`src/rtl/spi_multimode_master.sv`:
```
`default_nettype none
// +----------------------------------------------------------------------------+
// | spi_multimode_master                                                       |
// | SPI master with CPOL/CPHA modes, bit order, runtime SCLK divider and SS.   |
// | Revision: 1.0                                                              |
// +----------------------------------------------------------------------------+
module spi_multimode_master #(
  parameter int word_width = 8,
  parameter int SS_width   = 1,
  parameter int div_width  = 8
) (
  input  logic                                              clk,
  input  logic                                              rst,
  input  logic                                              start,
  input  logic [1:0]                                        mode,
  input  logic                                              lsb_first,
  input  logic [div_width-1:0]                              divider,
  input  logic [((SS_width > 1) ? $clog2(SS_width) : 1)-1:0] ss_index,
  input  logic [word_width-1:0]                             tx_data,
  output logic [word_width-1:0]                             rx_data,
  output logic                                              busy,
  output logic                                              done,
  output logic                                              SCLK,
  output logic                                              MOSI,
  input  logic                                              MISO,
  output logic [SS_width-1:0]                               SS
);

  localparam int c_idx_w  = (SS_width > 1) ? $clog2(SS_width) : 1;
  localparam int c_edge_w = $clog2(2 * word_width + 1);
  localparam logic [c_edge_w-1:0] c_first_edge = c_edge_w'(1);
  localparam logic [c_edge_w-1:0] c_last_edge  = c_edge_w'(2 * word_width);

  typedef enum logic [1:0] {
    ST_IDLE  = 2'd0,
    ST_SETUP = 2'd1,
    ST_SHIFT = 2'd2,
    ST_HOLD  = 2'd3
  } state_t;

  state_t                r_state;
  logic [div_width-1:0]  r_cnt;
  logic [div_width-1:0]  r_div;
  logic [c_edge_w-1:0]   r_edge;
  logic                  r_cpol;
  logic                  r_cpha;
  logic                  r_lsb;
  logic [word_width-1:0] r_tx_sh;
  logic [word_width-1:0] r_rx_sh;
  logic [word_width-1:0] r_rx_data;
  logic                  r_sclk;
  logic                  r_mosi;
  logic [SS_width-1:0]   r_ss;
  logic                  r_busy;
  logic                  r_done;

  logic                  w_half_done;
  logic [c_edge_w-1:0]   w_edge_num;
  logic                  w_leading;
  logic                  w_sample;
  logic                  w_advance;
  logic [word_width-1:0] w_tx_next;
  logic [word_width-1:0] w_rx_next;
  logic [SS_width-1:0]   w_ss_sel;

  // Out-of-range indices match no line, so every select stays high.
  for (genvar i = 0; i < SS_width; i++) begin : g_ss_dec
    assign w_ss_sel[i] = (ss_index != c_idx_w'(i));
  end

  assign w_half_done = (r_cnt == r_div);
  assign w_edge_num  = r_edge + c_first_edge;
  assign w_leading   = w_edge_num[0];
  // CPHA=0 samples on leading edges, CPHA=1 on trailing; the other edge shifts.
  assign w_sample    = w_leading ^ r_cpha;
  assign w_advance   = !w_sample &&
                       (r_cpha ? (w_edge_num != c_first_edge) : (w_edge_num != c_last_edge));
  assign w_tx_next   = r_lsb ? {1'b0, r_tx_sh[word_width-1:1]} : {r_tx_sh[word_width-2:0], 1'b0};
  assign w_rx_next   = r_lsb ? {MISO, r_rx_sh[word_width-1:1]} : {r_rx_sh[word_width-2:0], MISO};

  always_ff @(posedge clk or posedge rst) begin
    if (rst) begin
      r_state   <= ST_IDLE;
      r_cnt     <= '0;
      r_div     <= '0;
      r_edge    <= '0;
      r_cpol    <= 1'b0;
      r_cpha    <= 1'b0;
      r_lsb     <= 1'b0;
      r_tx_sh   <= '0;
      r_rx_sh   <= '0;
      r_rx_data <= '0;
      r_sclk    <= 1'b0;
      r_mosi    <= 1'b0;
      r_ss      <= '1;
      r_busy    <= 1'b0;
      r_done    <= 1'b0;
    end else begin
      r_done <= 1'b0;
      case (r_state)
        ST_IDLE: begin
          r_sclk <= r_cpol;
          if (start) begin
            r_state <= ST_SETUP;
            r_cnt   <= '0;
            r_edge  <= '0;
            r_cpol  <= mode[1];
            r_cpha  <= mode[0];
            r_lsb   <= lsb_first;
            r_div   <= divider;
            r_tx_sh <= tx_data;
            r_rx_sh <= '0;
            r_sclk  <= mode[1];
            r_mosi  <= lsb_first ? tx_data[0] : tx_data[word_width-1];
            r_ss    <= w_ss_sel;
            r_busy  <= 1'b1;
          end
        end
        ST_SETUP, ST_SHIFT: begin
          if (w_half_done) begin
            r_cnt  <= '0;
            r_edge <= w_edge_num;
            r_sclk <= ~r_sclk;
            if (w_sample) begin
              r_rx_sh <= w_rx_next;
            end
            if (w_advance) begin
              r_tx_sh <= w_tx_next;
              r_mosi  <= r_lsb ? w_tx_next[0] : w_tx_next[word_width-1];
            end
            r_state <= (w_edge_num == c_last_edge) ? ST_HOLD : ST_SHIFT;
          end else begin
            r_cnt <= r_cnt + div_width'(1);
          end
        end
        ST_HOLD: begin
          if (w_half_done) begin
            r_cnt     <= '0;
            r_state   <= ST_IDLE;
            r_ss      <= '1;
            r_busy    <= 1'b0;
            r_done    <= 1'b1;
            r_rx_data <= r_rx_sh;
          end else begin
            r_cnt <= r_cnt + div_width'(1);
          end
        end
        default: begin
          r_state <= ST_IDLE;
        end
      endcase
    end
  end

  assign rx_data = r_rx_data;
  assign busy    = r_busy;
  assign done    = r_done;
  assign SCLK    = r_sclk;
  assign MOSI    = r_mosi;
  assign SS      = r_ss;

endmodule
`default_nettype wire
```
`config.mk`:
```
export PLATFORM = sky130hd
export DESIGN_NAME = spi_multimode_master
export DESIGN_NICKNAME = d
export VERILOG_FILES = /design/src/rtl/spi_multimode_master.sv
export SDC_FILE = /design/constraint.sdc
export NUM_CORES = 1
export LEC_CHECK = 0
export ABC_AREA = 0
export CELL_PAD_IN_SITES_DETAIL_PLACEMENT = 1
export CELL_PAD_IN_SITES_GLOBAL_PLACEMENT = 2
export CORE_MARGIN = 2
export CORE_UTILIZATION = 39
export DETAILED_ROUTE_END_ITERATION = 8
export PLACE_DENSITY = 0.86
export REMOVE_ABC_BUFFERS = 1
export SETUP_SLACK_MARGIN = 0.1
export SLEW_MARGIN = 20
export SYNTH_ARGS = -nofsm -noshare
export SYNTH_HDL_FRONTEND = slang
export SYNTH_SLANG_ARGS = --single-unit
```
`constraint.sdc`:
```
create_clock -name clk -period 4 [get_ports clk]
set_input_delay 0.8 -clock clk [delete_from_list [all_inputs] [get_ports clk]]
set_output_delay 0.8 -clock clk [all_outputs]
set_load 0.01 [all_outputs]
```
==> results by group, run 1 <==
Synthesis
  – Synth cell types: 47
  – Synth area leaders: dfrtp_1, mux2_2, mux2i_1
  – Main synth FF type: dfrtp_1
  – Register area share after synthesis: 45.9%
  – Syn avg cell area: 11.0 um^2
  – Post-Syn Area: 0.00300 mm^2
  – Post-synthesis register bit count: 55
  – Cell taking the most area after synthesis: dfrtp_1
  – Ys Warns: 0
  – Async S/R FF share, synth: 100%
  – Mapped Cells: 273
  – Synth top area share: 45.0%
  – Post-synth EDFFs: 0

STA
  – Hold violation count in the final report: 0
  – FMAX: 0.341 GHz
  – Setup ws final: 1.07 ns
  – Skew final: 0.00729 ns
  – Slew Limit Fails: 0
  – Minimum period implied by the final worst setup slack: 2.93 ns
  – Final setup violation count: 0
  – Setup_tns: 0 ns
  – RSZ-0062 raised after global routing: no
  – Rel. slew slack: 43.9%
  – Final worst path period share: 73.3%
  – Least-Margin Pin Slew: 0.841 ns

Place
  – Hpwl dp: 4.70 mm
  – Place WS: 0.786 ns
  – Global placement routability congestion: 0.856
  – Placed instance count: 399
  – Port Buffers: 36

Clock network
  – Post-CTS sizing: 0
  – Clock sinks: 55
  – Num CTS Buffers: 5
  – Post-CTS Hold Fix Bufs: 0
  – H-tree Lvls: 2
  – Later-pin clock latency in the skew report: 0.30 ns
  – Clock transition at path regs: 0.10 ns
  – Root Driver: clkbuf_8
  – Maximum clock path buffer count: 2
  – Post-CTS Setup Bufs: 0
  – CTS tree: built

Power and ir drop
  – Pwr per Cell Area: 253 mW/mm^2
  – Max VDD drop: 0.107 mV
  – Static leakage: 1.57 nW

Detailed routing
  – Vias: 2181
  – Wire per inst: 15.9 um
  – Residual DRC: 0
  – Detail Route Antenna Nets: 0
  – Final wirelength: 6.47 mm
  – TritonRoute pass-1 iters: 4
  – Vias per inst: 5.36
  – Initial DRC Count: 70

Setup path
  – Cells along the critical path: clkdlybuf4s50_1 > nand2b_1 > o21ai_0 > a21oi_1 > o211ai_4 > mux2_2
  – CP max stage cell: clkdlybuf4s50_1
  – Required time worst endpoint: 4.19 ns
  – CP startpoint kind: primary input
  – Critical path depth: 6
  – Top Family by Delay on Critical Path: compound AO/OA/AOI/OAI gates
  – CP Capture Type: flip-flop
  – Crit Path Max Fanout: 16
  – Crit Path Category: primary input to flip-flop
  – Buffer and inverter count on the worst path: 1
  – Crit path DAT: 3.12 ns
  – CP max stage delay: 0.56 ns
  – R2R depth: 7

Final layout
  – Commonest non-fill, non-tap cell in the layout: dfrtp_1
  – # diodes: 0
  – Area delta synth->final: 17.0%
  – Share of layout cells above drive strength 1: 16.9%
  – Most frequent cells in the layout: dfrtp_1, clkdlybuf4s50_1, mux2_2, mux2i_1, nand2_1
  – Finished Layout Cells: 407
  – Fin nets: 337

Floorplanning
  – Die area: 0.00841 mm^2
  – Core ar.: 0.00737 mm^2
  – Die height: 91.7 um
  – Die span in x: 91.7 um
  – Io pins: 37
  – Std-Cell Rows: 31
  – Starting density of the core: 40.7%

Global routing
  – Largest net degree at the start of global routing: 35
  – First-pass GRT wire length: 11.2 mm
  – Initial antenna violation count: 0
  – Overflow after GRT: 0
  – Vias in the first global route: 2302
  – Total Routing Usage GR: 16.3%

Hold path
  – Worst hold path depth: 1
  – Worst hold path type: flip-flop to flip-flop

Outcome
  – Run status: complete, no violations

Run
  – Max-Cap Viols: 0
-- cell usage after synthesis (2+ instances only) --
| library cell | count |
|---|---|
| a41oi_1 | 2 |
| nand2_1 | 19 |
| nor2_1 | 17 |
| mux2_2 | 28 |
| nand4_1 | 2 |
| nor3_1 | 2 |
| mux2i_1 | 27 |
| nand3_1 | 4 |
| inv_1 | 7 |
| a32o_1 | 2 |
| nand3b_1 | 2 |
| xnor2_1 | 4 |
| o31ai_1 | 4 |
| o2bb2ai_1 | 3 |
| clkbuf_1 | 6 |
| o21ai_1 | 6 |
| o22a_1 | 2 |
| ha_1 | 6 |
| nor4_2 | 2 |
| nand2b_1 | 4 |
| xor2_1 | 11 |
| a21oi_1 | 14 |
| and3_1 | 5 |
| nor2b_1 | 2 |
| a22o_1 | 2 |
| dfrtp_1 | 54 |
| buf_2 | 4 |
| buf_12 | 2 |
| o21ai_0 | 12 |
-- stage by stage --
| stage | hold WS [ns] | instance area, um^2 | power [W] | util, % |
|---|---|---|---|---|
| floorplan | 0.479 | 2920 | 0.000577 | - |
| global placement | 0.489 | 3430 | 0.000605 | 46.5 |
| detailed placement | 0.492 | 3430 | 0.000606 | 46.5 |
| CTS | 0.525 | 3510 | 0.000905 | 47.7 |
| global route | 0.543 | 3510 | 0.000931 | 47.7 |
| finish | 0.515 | 3510 | 0.000889 | 47.7 |
-- registers in the layout, summed over array words and instances, names as in the netlist, 2 cells and up --
signal   count
r_state      2
r_div        8
r_tx_sh      8
r_rx_sh      8
rx_data      8
r_edge       5
r_cnt        8
-- path summary, 6_finish.rpt --
path	start	end	slack (ns)
worst min register to register	rx_data[7]	rx_data[7]	0.51
max in group asynchronous	rst	SS	2.34
worst min-delay path	rx_data[7]	rx_data[7]	0.51
min in group asynchronous	rst	r_div[1]	0.83
worst max-delay path	start	r_tx_sh[2]	1.07
worst max register to register	r_state[0]	r_tx_sh[2]	1.33
-- layer usage --
metal	track usage, %	wire, um	vias to the layer above
met3	2.05	172	10
li1	-	-	1042
met4	4.73	102	0
met1	20.7	2940	1096
met5	0	0	-
met2	28.9	3250	33
-- kinds of logic (layout without fill, tap and decap cells) --
logic type / count (synthesis) / after routing / share of synthesized area (%)
muxes: 55 / 55 / 19.5
buffers and inverters: 21 / 56 / 3.88
DFF: 55 / 55 / 45.9
xor gates and xnor gates: 15 / 15 / 4.38
adders and majority gates: 6 / 6 / 2.50
AOI/OAI and AO/OA: 57 / 57 / 13.0
and+or+nand+nor: 64 / 64 / 10.8
-- final cells by class --
class	count	area (um^2)
multi-input cells	197	1510
inverters	8	30.0
fillers	824	3860
well taps	99	124
repair buffers	40	390
clock buffers	5	68.8
flip-flops and latches	55	1380
clock inverters	3	15.0
-- power by group --
group	switching [W]	internal [W]	leakage, nW
combinational	0.0000163	0.0000214	0.794
clock	0.000176	0.000120	0.0477
sequential	0	0.000556	0.729
total	0.000192	0.000697	1.57
(Power assumes the default switching activity.)
==> run 2: changes to the inputs <==
--- a/config.mk
+++ b/config.mk
@@ -9,9 +9,9 @@
 export CELL_PAD_IN_SITES_DETAIL_PLACEMENT = 1
 export CELL_PAD_IN_SITES_GLOBAL_PLACEMENT = 2
 export CORE_MARGIN = 2
-export CORE_UTILIZATION = 39
+export CORE_UTILIZATION = 33
 export DETAILED_ROUTE_END_ITERATION = 8
-export PLACE_DENSITY = 0.86
+export PLACE_DENSITY = 0.78
 export REMOVE_ABC_BUFFERS = 1
 export SETUP_SLACK_MARGIN = 0.1
 export SLEW_MARGIN = 20
==> constraint.sdc (replaced) <==
create_clock -name clk -period 2.6 [get_ports clk]
set_input_delay 0.52 -clock clk [delete_from_list [all_inputs] [get_ports clk]]
set_output_delay 0.52 -clock clk [all_outputs]
set_load 0.01 [all_outputs]
==> run 2 against run 1 <==
Compared with the run above:
- power rose by 55%
- final area up 1.9%
- wire length grew 0.73%
- highest routed layer unchanged
- final cell count increased by 3.7%
==> results by group, run 2 (same netlist as run 1, synthesis figures left out) <==
STA
  – RSZ-0062 raised after global routing: no
  – Setup_tns: 0 ns (unchanged)
  – Final setup violation count: 0 (unchanged)
  – Slew Limit Fails: 0 (unchanged)
  – Hold violation count in the final report: 0 (unchanged)
  – Minimum period implied by the final worst setup slack: 2.25 ns
  – FMAX: 0.444 GHz
  – Final worst path period share: 86.6%
  – Rel. slew slack: 41.8% (-2.2 points)
  – Least-Margin Pin Slew: 0.874 ns (+0.0329 ns)
  – Skew final: 0.00679 ns (-0.000504 ns)
  – WHS: 0.513 ns (-0.00183 ns)

Floorplanning
  – Die span in x: 99.4 um (+8.3%)
  – Starting density of the core: 34.3% (-6.5 points)
  – Die area: 0.00987 mm^2 (+17%)
  – Core ar.: 0.00876 mm^2 (+19%)
  – Io pins: 37 (unchanged)
  – Std-Cell Rows: 34 (+9.7%)
  – Die height: 99.4 um (+8.3%)

Hold path
  – Worst hold path type: flip-flop to flip-flop

Place
  – Placed instance count: 414 (+3.8%)
  – Port Buffers: 36 (unchanged)
  – Placed Area: 0.00350 mm^2 (+2.0%)
  – Hpwl dp: 4.58 mm (-2.6%)
  – Global placement routability congestion: 0.745 (-13%)

Global routing
  – Grt met3 use: 2.60% (+0.55 points)
  – Initial antenna violation count: 0 (unchanged)
  – Largest net degree at the start of global routing: 56 (+60%)
  – Gr busiest metal: met2
  – Total Routing Usage GR: 13.8% (-2.5 points)
  – Overflow after GRT: 0 (unchanged)
  – Met2 Use GR: 23.0% (-5.9 points)
  – First-pass GRT wire length: 11.0 mm (-2.0%)
  – GR Util met1: 18.7% (-2.0 points)
  – Vias in the first global route: 2201 (-4.4%)

Clock network
  – Post-CTS Setup Bufs: 0 (unchanged)
  – Post-CTS sizing: 0 (unchanged)
  – Clock sinks: 55 (unchanged)
  – Post-CTS Hold Fix Bufs: 0 (unchanged)
  – Root Driver: clkbuf_8
  – H-tree Lvls: 2 (unchanged)
  – Maximum clock path buffer count: 2 (unchanged)
  – Clock transition at path regs: 0.10 ns (about the same)
  – Later-pin clock latency in the skew report: 0.30 ns (about the same)
  – CTS tree: built
  – Num CTS Buffers: 5 (unchanged)

Setup path
  – Cells along the critical path: ha_1 > and3_1 > xnor2_1 > a2111o_1 > o211ai_4 > mux2_2
  – Required time worst endpoint: 2.80 ns (-1.39 ns)
  – CP Capture Type: flip-flop
  – Crit Path Max Fanout: 9 (-7)
  – Crit Path Category: flip-flop to flip-flop
  – CP max stage delay: 0.52 ns (-0.04 ns)
  – CP startpoint kind: flip-flop
  – Crit path DAT: 2.45 ns (-0.67 ns)
  – CP max stage cell: dfrtp_1

Power and ir drop
  – Final Total Pwr: 0.00138 W (+55%)
  – Static leakage: 1.60 nW (+1.8%)
  – Max VDD drop: 0.216 mV (+100%)
  – Pwr per Cell Area: 386 mW/mm^2 (+53%)

Final layout
  – Finished Layout Cells: 422 (+3.7%)
  – Area delta synth->final: 19.2%
  – Design Area, Final: 0.00358 mm^2 (+1.9%)
  – Area of the multi-input gates: 0.00151 mm^2 (unchanged)
  – Commonest non-fill, non-tap cell in the layout: dfrtp_1
  – Most frequent cells in the layout: dfrtp_1, clkdlybuf4s50_1, mux2_2, mux2i_1, nand2_1
  – # diodes: 0 (unchanged)
  – Filler cells: 997 (+21%)
  – Fin nets: 343 (+1.8%)
  – Register area: 0.00138 mm^2 (unchanged)
  – Share of layout cells above drive strength 1: 17.5% (+0.63 points)

Detailed routing
  – Vias per inst: 5.20 (-2.9%)
  – Initial DRC Count: 96 (+37%)
  – TritonRoute pass-1 iters: 4 (unchanged)
  – Vias: 2196 (+0.69%)
  – Wire per inst: 15.4 um (-2.9%)
  – Detail Route Antenna Nets: 0 (unchanged)
  – Residual DRC: 0 (unchanged)
  – Final wirelength: 6.52 mm (+0.73%)

Outcome
  – Run status: complete, no violations

Run
  – Max-Cap Viols: 0 (unchanged)
run 2: where the power goes:
| group | switching, W | internal (W) |
|---|---|---|
| clock network | 0.000274 | 0.000193 |
| logic | 0.0000258 | 0.0000351 |
| registers | 0 | 0.000855 |
| total | 0.000300 | 0.00108 |
run 2: worst max-delay path: cells and delay by family (launching register included):
family | cells | cell delay, ns
AO/OA/AOI/OAI | 2 | 0.59
XOR/XNOR | 1 | 0.11
flip-flops | 1 | 0.52
adder cells (fa/ha/maj) | 1 | 0.26
AND/OR/NAND/NOR | 1 | 0.28
multiplexers | 1 | 0.39
run 2: cell type report:
cell class              instances  share of cell area [%]
inverters                       8                   0.839
clock buffers                   8                    2.24
multi-input cells             197                    42.1
repair buffers                 46                    12.5
well taps                     108                    3.78
flip-flops and latches         55                    38.5
run 2: routing by layer:
metal | vias to the layer above | wire (um)
met5 | - | 0
met4 | 0 | 42
met3 | 4 | 175
met2 | 26 | 3220
met1 | 1115 | 3080
li1 | 1051 | -
run 2: final timing paths:
kind	startpoint	to	slack (ns)	depth (start not counted)
setup / recovery	r_edge[0]	r_tx_sh[5]	0.35	6
max in group asynchronous	rst	SS	1.72	3
setup reg to reg	r_edge[0]	r_tx_sh[5]	0.35	6
hold / removal	rx_data[4]	rx_data[4]	0.51	1
min in group asynchronous	rst	r_div[4]	0.58	3
hold reg to reg	rx_data[4]	rx_data[4]	0.51	1
run 2: metrics by stage:
step	worst slack (ns)	util [%]
6_report	0.349	40.8
5_1_grt	0.213	40.8
4_1_cts	0.331	40.8
3_5_place_dp	0.342	39.9
3_3_place_gp	0.353	39.9
2_1_floorplan	-0.0399	-
==> edit 1 (flow settings as in run 1) <==
Set the parameter `div_width` to 9 (it was 8).
--- a/src/rtl/spi_multimode_master.sv
+++ b/src/rtl/spi_multimode_master.sv
@@ -8,5 +8,5 @@
   parameter int word_width = 8,
   parameter int SS_width   = 1,
-  parameter int div_width  = 8
+  parameter int div_width  = 9
 ) (
   input  logic                                              clk,
Ports: changed (resized divider); port bits go from 37 to 38. The function was not compared with the original's and may differ.
==> edit 1 against run 1 <==
Global-route usage is 1.8 points higher. Fmax is 0.39% lower. Final cell count is 6.6% higher. Final area is 6.4% higher. Critical path type is now reg -> reg. Die area is 3.3% higher. Sequential cell count is 2 higher. First-iteration DRC count is 8.6% higher. Routed wire length is 8.5% higher. Critical path depth is 2 higher. Core utilization is 0.71 points higher. Area after synthesis is 3.4% higher. Setup slack worse by 12 ps.
Power is left out: it rests on default switching activity, and per cell area and clock period it moved more than threefold.
==> edit 1: results (changes against run 1) <==
| Metric | Value |
|---|---|
| GRT Total Usage | 18.05% (+1.8 points) |
| CTS root buf | clkbuf_8 |
| Share of post-route cells with drive strength above 1 | 18.07% (+1.2 points) |
| Met2 WL | 3601 µm (+11%) |
| Layout Skew | 5.403 ps (-1.888 ps) |
| Post-Place Worst Slack | 1032 ps (+245.7 ps) |
| CTS Buf Count | 9 (+4) |
| Clk_lat worst skew | 340 ps (+40 ps) |
| Layout Nets | 358 (+6.2%) |
| Met3 Wirelength | 205 µm (+19%) |
| Seq/Total Area, Yosys | 45.99% (+0.095 points) |
| Crit path DAT | 3200 ps (+80 ps) |
| Setup CP Type | reg -> reg |
| Setup TNS | 0 ps (unchanged) |
| Post-DP HPWL | 4872 µm (+3.6%) |
| R2R depth | 8 (+1) |
| CTS clk-pin slew, worst paths | 60 ps (-40 ps) |
| Largest net degree at the start of global routing | 32 (-8.6%) |
| XOR/XNOR Fraction of Synth Area | 5.079% (+0.70 points) |
| Placer Congestion | 0.7828 (-8.5%) |
| Via density per instance | 5.293 (-1.2%) |
| R2r setup slk | 1060 ps (-270 ps) |
| First-pass GRT wire length | 12120 µm (+8.1%) |
| Status | completed |
| Multiplexer area fraction after synthesis | 19.27% (-0.24 points) |
| Maximum net fanout on the critical path | 28 (+12) |
| Number of fill cells | 849 (+3.0%) |
| Synth Area in Compound Gates | 11.73% (-1.3 points) |
| Worst r2r src | r_state[0]$_DFFE_PP0P_ |
| Final wirelength | 7015 µm (+8.5%) |
| Unique cell type count in the Yosys netlist | 47 (unchanged) |
| Initial DRC count | 76 (+8.6%) |
| Synth cell count leaders | dfrtp_1 (56), mux2_2 (30), mux2i_1 (26), nor2_1 (25), nand2_1 (22) |
| End of the critical path | r_rx_sh[5]$_DFFE_PP0P_ |
| # port buffers | 37 (+2.8%) |
| Synth Area in Adders | 2.418% (-0.083 points) |
| Worst hold stages | 1 (unchanged) |
| Synth top area cells | dfrtp_1 (45%), mux2_2 (11%), mux2i_1 (8.4%), xor2_1 (3.1%), nor2_1 (3.0%) |
| Fin crit share | 73.61% (+0.29 points) |
| H-tree depth | 3 (+1) |
| Worst-case clock buffer depth | 2 (unchanged) |
| DRT Pass-1 Iters | 4 (unchanged) |
| Routed met1 length | 3102 µm (+5.4%) |
| Vias in the first global route | 2566 (+11%) |
| Final hold slack | 505.1 ps (-9.579 ps) |
| Rel. slew slack | 37.86% (-6.1 points) |
edit 1: metal layers:
metal / global-route usage [%] / up-vias
met5: 0 / -
met2: 31.82 / 30
met3: 4.996 / 7
met4: 6.618 / 0
li1: - / 1102
met1: 20.90 / 1158
edit 1: worst max-delay path: stages (launching register included):
cell and delay (ps):
dfrtp_1 390, inv_1 80, ha_1 900, clkinv_1 210, buf_4 250, o21ai_1 520
or2_2 340, nand2_1 70, o21ai_0 80
edit 1: cell type report:
type / instances / area share [%]
Multi-Input combinational cell: 210 / 42.34
Sequential cell: 57 / 38.19
Timing Repair Buffer: 40 / 10.51
Clock buffer: 13 / 4.250
Tap cell: 102 / 3.414
Inverter: 9 / 0.9036
Clock inverter: 3 / 0.4016
edit 1: per-stage QoR:
step	instances	instance area, µm²	utilization (%)
2_1_floorplan	276	3044	-
3_3_place_gp	418	3565	46.13
3_5_place_dp	418	3565	46.13
4_1_cts	434	3739	48.38
5_1_grt	434	3739	48.38
6_report	434	3739	48.38
==> edit 2 (settings of run 1) <==
Made on the original files. Re-encode `state_t` (4 states) as one-hot, 4 bits wide.
--- a/src/rtl/spi_multimode_master.sv
+++ b/src/rtl/spi_multimode_master.sv
@@ -32,9 +32,9 @@
   localparam logic [c_edge_w-1:0] c_last_edge  = c_edge_w'(2 * word_width);
 
-  typedef enum logic [1:0] {
-    ST_IDLE  = 2'd0,
-    ST_SETUP = 2'd1,
-    ST_SHIFT = 2'd2,
-    ST_HOLD  = 2'd3
+  typedef enum logic [3:0] {
+    ST_IDLE  = 4'b0001,
+    ST_SETUP = 4'b0010,
+    ST_SHIFT = 4'b0100,
+    ST_HOLD  = 4'b1000
   } state_t;
 
Behaviour: no difference found for any inputs over 10 cycles, from zero or initial values and one cycle with rst high; not proved beyond that.
==> edit 2 against run 1 <==
Routed wire length fell by 0.54%. Core utilization up 1.6 points. Setup slack gained 340 ps. Fmax grew 13%. Final area is 1.2% higher. Area after synthesis decreased by 4.2%. Count of clock-buffer cells in the layout increased by 4. Sequential cell count increased by 2. Sequential share of layout area up 0.96 points. Register-to-register slack gained 70 ps.
Power is not compared: it rests on default switching activity, and its combinational part moved more than twofold at a synthesized area within 25%.
==> edit 2: results (changes against run 1) <==
| Metric | Value |
|---|---|
| Synth cell count leaders | dfrtp_1 (55), nand2_1 (54), mux2_2 (24), o21ai_0 (24) |
| XOR/XNOR Fraction of Synth Area | 4.567% (+0.19 points) |
| Crit path DAT | 2830 ps (-290 ps) |
| Synth top area cells | dfrtp_1 (48%), mux2_2 (9.4%), nand2_1 (7.0%), mux2i_1 (6.6%), o21ai_0 (4.2%) |
| R2R depth | 5 (-2) |
| WL per Instance | 15.14 µm (-4.8%) |
| Cts repair resizes | 0 (unchanged) |
| Final wirelength | 6433 µm (-0.54%) |
| Status | completed |
| Maximum net fanout on the critical path | 27 (+11) |
| First-pass GRT wire length | 11390 µm (+1.6%) |
| Worst slew pin tran | 935.4 ps (+94.57 ps) |
| H-tree depth | 3 (+1) |
| Multiplexer area fraction after synthesis | 16.01% (-3.5 points) |
| CTS Buf Count | 9 (+4) |
| Layout Nets | 347 (+3.0%) |
| Slowest CP cell | or3_1 |
| Share of post-route cells with drive strength above 1 | 16.26% (-0.63 points) |
| Number of fill cells | 837 (+1.6%) |
| Post-DP Area | 0.003331 mm² (-2.9%) |
| Clk_lat worst skew | 350 ps (+50 ps) |
| Worst hold stages | 2 (+1) |
| Cell family with most CP delay | simple AND/OR/NAND/NOR gates |
| Avg Cell Area, Syn | 10.13 µm² (-7.9%) |
| Placed Instances | 409 (+2.5%) |
| Synth Area in Compound Gates | 8.743% (-4.3 points) |
| Unique cell type count in the Yosys netlist | 44 (-6.4%) |
| Initial DRC count | 92 (+31%) |
| Vias in the first global route | 2294 (-0.35%) |
| Largest net degree at the start of global routing | 32 (-8.6%) |
| Post-DP HPWL | 4560 µm (-3.0%) |
==> edit 2: cell count changes after synthesis, sizes merged, moves of 6 or more <==
cell / delta
xor2: -8
nand2: +34
a21oi: -8
xnor2: +8
o21ai: +6
mux2i: -8
==> edit 2: metrics by stage <==
step           setup slack (ps)  hold WS, ps  total power [W]
2_1_floorplan              1562        466.5         0.001303
3_3_place_gp               1211        466.3         0.001496
3_5_place_dp               1184        462.3         0.001519
5_1_grt                    1122        501.9         0.002262
6_report                   1405        478.4         0.002110
4_1_cts                    1334        482.5         0.002149
==> edit 2: worst paths after layout <==
| path | startpoint | to | slack (ps) |
|---|---|---|---|
| max | r_state[1]$_DFFE_PP0P_ | r_tx_sh[3]$_DFFE_PP0P_ | 1400 |
| min | busy$_DFFE_PP0P_ | busy$_DFFE_PP0P_ | 480 |
| min reg2reg | busy$_DFFE_PP0P_ | busy$_DFFE_PP0P_ | 480 |
| max reg2reg | r_state[1]$_DFFE_PP0P_ | r_tx_sh[3]$_DFFE_PP0P_ | 1400 |
| max in group asynchronous | rst | r_state[0]$_DFFE_PP1P_ | 2320 |
| min in group asynchronous | rst | rx_data[1]$_DFFE_PP0P_ | 820 |
==> edit 2: where the power goes <==
| group | internal (W) | switching, W |
|---|---|---|
| logic | 0.000309 | 0.000309 |
| registers | 0.000719 | 0.000155 |
| clock network | 0.000357 | 0.000261 |
==> edit 2: final cells by class <==
class	instances	area [µm²]	share of cell area, %
sequential	57	1429	40.17
tap	99	123.9	3.482
clock buffer	9	123.9	3.482
multi-input combinational	204	1358	38.16
timing repair buffer	39	382.9	10.76
clock inverter	7	102.6	2.884
inverter	10	37.54	1.055
==> edit 2: per-layer routing <==
metal	part of all wire, %	track usage (%)
met5	0	0
met4	1.2	6.026
met3	3.7	6.035
met2	49	28.66
met1	46	22.62
